File: src/rtl/gpio_irq_pkg.sv
// Shared constants for the GPIO interrupt event queue: register map,
// register bit positions and the width of a queued pin index.
package gpio_irq_pkg;

    localparam int IDX_W = 7;

    localparam logic [31:0] ADDR_POP    = 32'h000;
    localparam logic [31:0] ADDR_STATUS = 32'h004;
    localparam logic [31:0] ADDR_CTRL   = 32'h008;

    localparam int POP_VALID_BIT   = 31;
    localparam int ST_COUNT_LSB    = 0;
    localparam int ST_FULL_BIT     = 8;
    localparam int ST_EMPTY_BIT    = 9;
    localparam int ST_COAL_LSB     = 16;
    localparam int CTRL_ENABLE_BIT = 0;
    localparam int CTRL_FLUSH_BIT  = 1;

    typedef enum logic [1:0] {
        REG_POP,
        REG_STATUS,
        REG_CTRL,
        REG_NONE
    } reg_sel_e;

    function automatic reg_sel_e decode_reg(input logic [31:0] addr);
        case (addr)
            ADDR_POP:    return REG_POP;
            ADDR_STATUS: return REG_STATUS;
            ADDR_CTRL:   return REG_CTRL;
            default:     return REG_NONE;
        endcase
    endfunction

endpackage

File: src/rtl/gpio_irq_fifo.sv
// Event queue of pin indices. Flush beats push/pop; a push is accepted while
// full only if a pop frees a slot in the same cycle. Storage is not reset.
module gpio_irq_fifo #(
    parameter int DEPTH = 8,
    parameter int WIDTH = 7
) (
    input  logic                   clk,
    input  logic                   rst,
    input  logic                   push,
    input  logic                   pop,
    input  logic                   flush,
    input  logic [WIDTH-1:0]       wdata,
    output logic [WIDTH-1:0]       rdata,
    output logic [$clog2(DEPTH):0] count,
    output logic [$clog2(DEPTH):0] count_next,
    output logic                   full,
    output logic                   empty
);
    localparam int PW = $clog2(DEPTH);
    localparam int CW = PW + 1;

    logic [WIDTH-1:0] mem [DEPTH];
    logic [PW-1:0]    wptr;
    logic [PW-1:0]    rptr;
    logic             do_push;
    logic             do_pop;

    assign full    = (count == CW'(DEPTH));
    assign empty   = (count == '0);
    assign do_pop  = pop & ~empty & ~flush;
    assign do_push = push & (~full | do_pop) & ~flush;
    assign rdata   = empty ? '0 : mem[rptr];

    always_comb begin
        count_next = count;
        if (flush) begin
            count_next = '0;
        end else begin
            count_next = count + CW'(do_push) - CW'(do_pop);
        end
    end

    always_ff @(posedge clk or posedge rst) begin
        if (rst) begin
            wptr  <= '0;
            rptr  <= '0;
            count <= '0;
        end else begin
            count <= count_next;
            if (flush) begin
                wptr <= '0;
                rptr <= '0;
            end else begin
                if (do_push) wptr <= wptr + PW'(1);
                if (do_pop)  rptr <= rptr + PW'(1);
            end
        end
    end

    always_ff @(posedge clk) begin
        if (do_push) mem[wptr] <= wdata;
    end

endmodule

File: src/rtl/apb_gpio_irq_queue.sv
// APB-mapped GPIO interrupt collector: edge-detects pin levels into pending
// bits, queues pin indices lowest-first and raises irq_o while events wait.
module apb_gpio_irq_queue
    import gpio_irq_pkg::*;
#(
    parameter int N_GPIO         = 32,
    parameter int FIFO_DEPTH     = 8,
    parameter int APB_ADDR_WIDTH = 12
) (
    input  logic                      HCLK,
    input  logic                      HRESET,
    input  logic [APB_ADDR_WIDTH-1:0] PADDR,
    input  logic [31:0]               PWDATA,
    input  logic                      PWRITE,
    input  logic                      PSEL,
    input  logic                      PENABLE,
    output logic [31:0]               PRDATA,
    output logic                      PREADY,
    output logic                      PSLVERR,
    input  logic [N_GPIO-1:0]         interrupt_i,
    output logic                      irq_o
);
    localparam int CNT_W = $clog2(FIFO_DEPTH) + 1;

    logic [N_GPIO-1:0] r_int_d;
    logic [N_GPIO-1:0] pending;
    logic [N_GPIO-1:0] pending_nxt;
    logic [N_GPIO-1:0] rise;
    logic [N_GPIO-1:0] push_mask;
    logic [IDX_W-1:0]  push_idx;
    logic [IDX_W-1:0]  head;
    logic [CNT_W-1:0]  count;
    logic [CNT_W-1:0]  count_next;
    logic [7:0]        coalesce;
    logic              enable;
    logic              enable_nxt;
    logic              access, rd, wr;
    logic              push, pop, flush, merge;
    logic              full, empty;
    logic              unused_pwdata;
    reg_sel_e          sel;

    assign PREADY        = 1'b1;
    assign PSLVERR       = 1'b0;
    assign access        = PSEL & PENABLE;
    assign rd            = access & ~PWRITE;
    assign wr            = access & PWRITE;
    assign sel           = decode_reg(32'(PADDR));
    assign flush         = wr & (sel == REG_CTRL) & PWDATA[CTRL_FLUSH_BIT];
    assign pop           = rd & (sel == REG_POP) & ~empty;
    assign rise          = interrupt_i & ~r_int_d & {N_GPIO{enable}};
    assign merge         = |(rise & pending);
    assign enable_nxt    = (wr && sel == REG_CTRL) ? PWDATA[CTRL_ENABLE_BIT] : enable;
    assign unused_pwdata = ^PWDATA[31:2];

    // Lowest-index pending pin wins; a full queue holds it unless a pop frees a slot.
    always_comb begin
        push      = 1'b0;
        push_idx  = '0;
        push_mask = '0;
        for (int i = N_GPIO - 1; i >= 0; i--) begin
            if (pending[i]) begin
                push      = 1'b1;
                push_idx  = IDX_W'(i);
                push_mask = '0;
                push_mask[i] = 1'b1;
            end
        end
        if ((full && !pop) || flush) push = 1'b0;
    end

    // New rises OR in after the clear, so a rise on the pin being pushed keeps it pending.
    always_comb begin
        pending_nxt = pending;
        if (flush) begin
            pending_nxt = rise;
        end else begin
            pending_nxt = (pending & ~(push ? push_mask : '0)) | rise;
        end
    end

    gpio_irq_fifo #(
        .DEPTH(FIFO_DEPTH),
        .WIDTH(IDX_W)
    ) u_fifo (
        .clk       (HCLK),
        .rst       (HRESET),
        .push      (push),
        .pop       (pop),
        .flush     (flush),
        .wdata     (push_idx),
        .rdata     (head),
        .count     (count),
        .count_next(count_next),
        .full      (full),
        .empty     (empty)
    );

    always_ff @(posedge HCLK or posedge HRESET) begin
        if (HRESET) begin
            r_int_d  <= '0;
            pending  <= '0;
            coalesce <= '0;
            enable   <= 1'b0;
            irq_o    <= 1'b0;
        end else begin
            r_int_d <= interrupt_i;
            pending <= pending_nxt;
            enable  <= enable_nxt;
            irq_o   <= enable_nxt & (count_next != '0);
            if (rd && sel == REG_STATUS) begin
                coalesce <= merge ? 8'd1 : 8'd0;
            end else if (merge && coalesce != 8'hFF) begin
                coalesce <= coalesce + 8'd1;
            end
        end
    end

    always_comb begin
        PRDATA = '0;
        if (PSEL && !PWRITE) begin
            case (sel)
                REG_POP: begin
                    PRDATA[POP_VALID_BIT] = ~empty;
                    PRDATA[IDX_W-1:0]     = head;
                end
                REG_STATUS: begin
                    PRDATA[ST_COUNT_LSB +: 6] = 6'(count);
                    PRDATA[ST_FULL_BIT]       = full;
                    PRDATA[ST_EMPTY_BIT]      = empty;
                    PRDATA[ST_COAL_LSB +: 8]  = coalesce;
                end
                REG_CTRL: PRDATA[CTRL_ENABLE_BIT] = enable;
                default:  PRDATA = '0;
            endcase
        end
    end

endmodule

File: config.mk
export PLATFORM = sky130hd
export DESIGN_NAME = apb_gpio_irq_queue
export DESIGN_NICKNAME = d
export VERILOG_FILES = /design/src/rtl/gpio_irq_pkg.sv /design/src/rtl/gpio_irq_fifo.sv /design/src/rtl/apb_gpio_irq_queue.sv
export SDC_FILE = /design/constraint.sdc
export NUM_CORES = 1
export LEC_CHECK = 0
export ABC_CLOCK_PERIOD_IN_PS = 6600
export CORE_ASPECT_RATIO = 1.5
export CORE_MARGIN = 3
export CORE_UTILIZATION = 57
export CTS_CLUSTER_SIZE = 12
export DETAILED_ROUTE_END_ITERATION = 12
export GPL_TIMING_DRIVEN = 0
export PLACE_DENSITY = 0.94
export SYNTH_ARGS = -nofsm -noshare
export SYNTH_HDL_FRONTEND = slang
export SYNTH_SLANG_ARGS = --single-unit
export TNS_END_PERCENT = 30
File: constraint.sdc
create_clock -name HCLK -period 6.6 [get_ports HCLK]
set_input_delay 1.32 -clock HCLK [delete_from_list [all_inputs] [get_ports HCLK]]
set_output_delay 1.32 -clock HCLK [all_outputs]
set_load 0.01 [all_outputs]
==> results of run 1 <==
[final timing paths]
check	from	endpoint	slack [ns]
worst max-delay path	PADDR[5]	PRDATA[9]	1.52
worst min-delay path	r_int_d[30]	pending[30]	0.46
worst max register to register	pending[16]	irq_o	2.77
worst min register to register	r_int_d[30]	pending[30]	0.46
max in group asynchronous	HRESET	pending[1]	4.79
min in group asynchronous	HRESET	irq_o	1.20
[final cells by class]
cell class	count	share of cell area
Sequential cell	124	0.427
Multi-Input combinational cell	386	0.342
Timing Repair Buffer	68	0.0902
Clock buffer	19	0.0559
Buffer	39	0.0325
Tap cell	144	0.0233
Clock inverter	13	0.0186
Inverter	21	0.0105
[routing by layer]
layer  global-route usage  vias to the layer above  share of wire
li1                     -                     2267              -
met1                0.305                     2495           0.36
met2                0.500                      273           0.53
met3               0.0578                       74          0.060
met4                0.173                        0          0.054
met5                    0                        -              0
[through the flow]
stage | instance area (um2) | worst slack, ns | hold slack (ns) | total power, uW | util
final | 7740 | 1.52 | 0.464 | 2100 | 0.731
after global routing | 7740 | 1.31 | 0.486 | 2180 | 0.731
after CTS | 7740 | 1.52 | 0.475 | 2100 | 0.731
after detailed placement | 7160 | 1.54 | 0.467 | 1190 | 0.676
after global placement | 7130 | 1.59 | 0.436 | 1170 | 0.673
after floorplan | 6280 | 2.72 | 0.426 | 1080 | -
[sequential cells by signal, indices dropped and copies added, names as in the netlist]
signal        count
enable            1
irq_o             1
u_fifo.rptr       3
coalesce          8
u_fifo.count      4
r_int_d          32
pending          32
u_fifo.mem       40
u_fifo.wptr       3
[kinds of logic after synthesis]
| group | after synthesis | share of synthesized area |
|---|---|---|
| flops | 124 | 0.531 |
| fa+ha+maj | 10 | 0.0213 |
| buf+inv | 60 | 0.0531 |
| other cells | 2 | 0.00121 |
| xor+xnor | 4 | 0.00563 |
| mux | 18 | 0.0495 |
| simple gates | 250 | 0.239 |
| compound gates | 86 | 0.0992 |
[layout by cell type (no fill, tap or decap), types with 5 or more instances in the layout]
cell / instances
and3_1: 11
nand2_1: 54
nand3b_1: 32
o31ai_1: 7
a21oi_1: 17
nand3_1: 14
mux2i_1: 6
o311ai_0: 8
clkbuf_16: 17
and2_1: 5
inv_1: 20
o211ai_1: 11
ha_1: 9
o21ai_0: 14
mux4_2: 10
nor4_1: 14
nor2_1: 41
clkdlybuf4s50_1: 67
dfrtp_1: 84
clkbuf_1: 11
o2111ai_1: 6
edfxtp_1: 40
buf_4: 19
nand4b_1: 28
nor3_1: 11
nand4_1: 10
o311ai_1: 5
buf_2: 8
conb_1: 18
[report_power, final]
| group | switching, uW | leakage, uW | internal [uW] | total [uW] |
|---|---|---|---|---|
| combinational | 183 | 0.00151 | 128 | 311 |
| sequential | 35.2 | 0.00145 | 847 | 882 |
| clock | 350 | 0.000270 | 556 | 907 |
[worst reg2reg max path, stage by stage, from the launching register on]
cell,delay (ns)
dfrtp_1,0.37
buf_2,0.18
nor4_1,0.52
nand3_1,0.34
or3_1,0.40
buf_2,0.19
nand3_1,0.25
inv_1,0.08
ha_1,0.24
fa_1,0.41
xnor2_1,0.22
nor2_2,0.07
o41a_1,0.44
==> impl_metrics.ini, run 1 <==
[run_status]
status = complete, no violations

[clocking]
cts_tree = done
cts_resized = 0
insertion_delay_ns = 0.42
post_cts_buffers = 0
path_clk_slew_ns = 0.05
cts_htree_levels = 4
cts_root_buf = clkbuf_16
cts_hold_buf = 0
cts_buffer_depth = 2
cts.sinks = 124
numCtsBuffers = 17

[power]
ir_drop_mv = 0.204
powerDensity_nw_per_um2 = 271
p_leak_uw = 0.00323

[route]
via_count = 5109
drt-initial-drc-count = 430
routed_wl_um = 16700
firstDrtPassIters = 5
drc_errors = 0
vias_per_cell = 6.28
wl_per_cell_um = 20.6
antenna_left = 0

[floorplanning]
rows = 46
die_w_um = 91.3
core_um2 = 10600
die_h_um = 134
start_util = 0.587
ios = 116
die-area_um2 = 12200

[timing]
fin_crit_sh = 0.770
slew_viol_final = 0
period_minus_slack_ns = 5.08
slew_headroom = 0.202
fmax_ghz = 0.197
worst_pin_slew_ns = 1.19
setup_viol = 0
final_hold_viol_count = 0
rsz0062_at_grt = no
fin_tns_setup_ns = 0
fin_skew_ns = 0.0114

[setup_path]
cp_max_fo = 10
crit_required_ns = 5.28
critical_path.max_stage_delay_ns = 0.53
startpoint_type = primary input
end_kind = primary output
critical_path.top_delay_family = simple AND/OR/NAND/NOR gates
crit_chain = clkdlybuf4s50_1 -> nor4_4 -> nand4_1 -> nor2_1 -> and2_1 -> and3_1 -> clkdlybuf4s50_1
path_class = primary input to primary output
cp.buffers_inverters = 2
cp.arrival_ns = 3.76
crit_cells = 7
crit_top_cell = clkdlybuf4s50_1
rr_worst_depth = 12
cp_slowest_cell = clkdlybuf4s50_1

[placement]
port_buffers = 67
dp.cells = 782
place_congestion = 0.961
dp_hpwl_um = 11900

[job]
cap_violations = 0

[logic_synthesis]
yosysWarningCount = 0
synth.cells.most_frequent = 84 x dfrtp_1, 54 x nand2_1, 41 x nor2_1
syn_inst = 554
syn_area_um2 = 6220
yosysSeqAreaShare = 0.531
synth_edf_count = 40
synth_top_area_cell = dfrtp_1
synth.top_cell.area_share = 0.338
ys_async_sr_fraction = 0.677
ys.flop_type = dfrtp_1
synth_most_common_cell = dfrtp_1
synth.distinct_cells = 67
ys_ff_latch = 124
synth.avg_cell_area_um2 = 11.2
yosys-top-cells-area = dfrtp_1 34%, edfxtp_1 19%, nand4b_1 3.9%

[layout]
num-fill-cells = 741
regArea_um2 = 3300
multi_input_area_um2 = 2650
drive_gt1_frac = 0.139
area_delta_synth_final_pct = 24.4
diodes = 0
fin_cells = 814
finalNetCount = 748

[global_route]
antenna_found_initial = 0
first_global_vias = 5284
globalRoute.totalOverflow = 0
grt_usage = 0.281
grt_pass1_wl_um = 26500
grt_max_degree = 70

[min_path]
holdPathStages = 1
hold_path.class = register to register
Power figures use the tool's default switching activity.
==> run 2, diff against run 1 <==
--- a/config.mk
+++ b/config.mk
@@ -5,14 +5,14 @@
 export SDC_FILE = /design/constraint.sdc
 export NUM_CORES = 1
 export LEC_CHECK = 0
-export ABC_CLOCK_PERIOD_IN_PS = 6600
+export ABC_CLOCK_PERIOD_IN_PS = 4550
 export CORE_ASPECT_RATIO = 1.5
 export CORE_MARGIN = 3
-export CORE_UTILIZATION = 57
+export CORE_UTILIZATION = 48
 export CTS_CLUSTER_SIZE = 12
 export DETAILED_ROUTE_END_ITERATION = 12
 export GPL_TIMING_DRIVEN = 0
-export PLACE_DENSITY = 0.94
+export PLACE_DENSITY = 0.85
 export SYNTH_ARGS = -nofsm -noshare
 export SYNTH_HDL_FRONTEND = slang
 export SYNTH_SLANG_ARGS = --single-unit
==> constraint.sdc (replaced) <==
create_clock -name HCLK -period 4.55 [get_ports HCLK]
set_input_delay 0.91 -clock HCLK [delete_from_list [all_inputs] [get_ports HCLK]]
set_output_delay 0.91 -clock HCLK [all_outputs]
set_load 0.01 [all_outputs]
==> impl_metrics.ini, run 2 (synthesis gave the netlist of run 1 again) <==
[run_status]
status = complete, no violations

[timing]
setup_viol = 0
slew_viol_final = 0
fin_crit_sh = 0.934
fmax_ghz = 0.235
worst_pin_slew_ns = 1.17
fin_tns_setup_ns = 0
fin_skew_ns = 0.00698
slew_headroom = 0.216
rsz0062_at_grt = no
final_hold_viol_count = 0
period_minus_slack_ns = 4.25

[power]
p_leak_uw = 0.00320
ir_drop_mv = 0.281
powerDensity_nw_per_um2 = 380
power.total_uw = 2930

[setup_path]
cp-startpoint = PADDR[5]
critical_path.top_delay_family = simple AND/OR/NAND/NOR gates
end_kind = primary output
crit_required_ns = 3.64
crit_chain = clkdlybuf4s50_1 -> nor4_4 -> nand4_1 -> nor2_1 -> and2_1 -> and3_1 -> clkdlybuf4s50_1
path_class = primary input to primary output
critical_path.max_stage_delay_ns = 0.53
cp_slowest_cell = clkdlybuf4s50_1
cp.arrival_ns = 3.34
cp_max_fo = 10
cp.buffers_inverters = 2
crit_top_cell = clkdlybuf4s50_1
startpoint_type = primary input
r2r_start = pending[23]

[global_route]
antenna_found_initial = 0
globalRoute.totalOverflow = 0
first_global_vias = 5125
grt_max_degree = 72
grt_pass1_wl_um = 26100
grt_usage = 0.231

[placement]
place_congestion = 0.933
placed_area_um2 = 7180
dp.cells = 794
dp_hpwl_um = 11900
port_buffers = 67

[layout]
final_area_um2 = 7700
largest_reg_flops = 40
drive_gt1_frac = 0.137
area_delta_synth_final_pct = 23.8
finalNetCount = 748
final_cell_mix = 84 x dfrtp_1, 67 x clkdlybuf4s50_1, 54 x nand2_1
fin_cells = 826
largestRegisters = u_fifo.mem (40), pending (32), r_int_d (32)
diodes = 0
regMostFlops = u_fifo.mem
final_common_cell = dfrtp_1

[clocking]
insertion_delay_ns = 0.42
path_clk_slew_ns = 0.06
cts_root_buf = clkbuf_16
cts_resized = 0
cts_htree_levels = 4
cts_buffer_depth = 2
numCtsBuffers = 17
cts_hold_buf = 0
post_cts_buffers = 0
cts.sinks = 124
cts_tree = done

[floorplanning]
rows = 50
die-area_um2 = 14400
ios = 116
die_h_um = 145
start_util = 0.495
die_w_um = 99.0
core_um2 = 12600

[route]
drt-met1-wl_um = 6020
drc_errors = 0
antenna_left = 0
wl_met2_um = 8890
firstDrtPassIters = 5
routed_wl_um = 16600
wl_met3_um = 1000
via_count = 5044
wl_per_cell_um = 20.1
top_layer = met4
vias_per_cell = 6.11
drt-initial-drc-count = 423

[min_path]
hold_path.class = register to register
hp-start = r_int_d[30]

[job]
cap_violations = 0
## run 2: changes by cell type in the layout (fill, tap and decap cells not counted)
cell,previous run,this run
clkinv_4,4,1
bufinv_16,2,0
clkinv_1,0,2
clkinvlp_4,4,6
inv_6,1,3
clkbuf_1,11,10
## run 2: layer usage
metal / vias to the layer above / GRT usage
met5: - / 0
met4: 0 / 0.105
met3: 55 / 0.0561
met2: 238 / 0.419
met1: 2478 / 0.248
li1: 2273 / -
## run 2: worst register-to-register path: stages (launching register included)
cell     delay, ns
dfrtp_1       0.45
nor4_1        0.54
nand3_1       0.31
or3_1         0.37
buf_2         0.19
nand3_1       0.25
inv_1         0.08
ha_1          0.24
fa_1          0.41
xnor2_1       0.20
nor2_2        0.06
o41a_1        0.45
## run 2: power breakdown
| part | total, uW | leakage [uW] | internal [uW] | switching, uW |
|---|---|---|---|---|
| logic | 437 | 0.00151 | 184 | 253 |
| clock network | 1210 | 0.000240 | 693 | 516 |
| registers | 1280 | 0.00145 | 1230 | 52.3 |
## run 2: metrics by stage
stage / util / setup WS, ns / hold slack (ns)
floorplan: - / 1.10 / 0.426
global placement: 0.568 / 0.194 / 0.435
detailed placement: 0.571 / 0.135 / 0.452
CTS: 0.613 / 0.287 / 0.460
global route: 0.613 / 0.0601 / 0.482
finish: 0.613 / 0.299 / 0.461
## run 2: path summary, 6_finish.rpt
| path | cells after the start | slack (ns) | end |
|---|---|---|---|
| max | 7 | 0.30 | PRDATA[9] |
| min | 1 | 0.46 | pending[30] |
| max reg2reg | 11 | 0.88 | irq_o |
| min reg2reg | 1 | 0.46 | pending[30] |
| max in group asynchronous | 3 | 3.18 | u_fifo.wptr[0] |
| min in group asynchronous | 2 | 0.76 | coalesce[7] |
## run 2: cell type report
| type | count | area, um2 |
|---|---|---|
| buffer | 39 | 251 |
| tap | 156 | 195 |
| fill | 957 | 4870 |
| clock buffer | 18 | 429 |
| inverter | 21 | 81.3 |
| multi-input combinational | 386 | 2650 |
| clock inverter | 14 | 97.6 |
| sequential | 124 | 3300 |
| timing repair buffer | 68 | 698 |
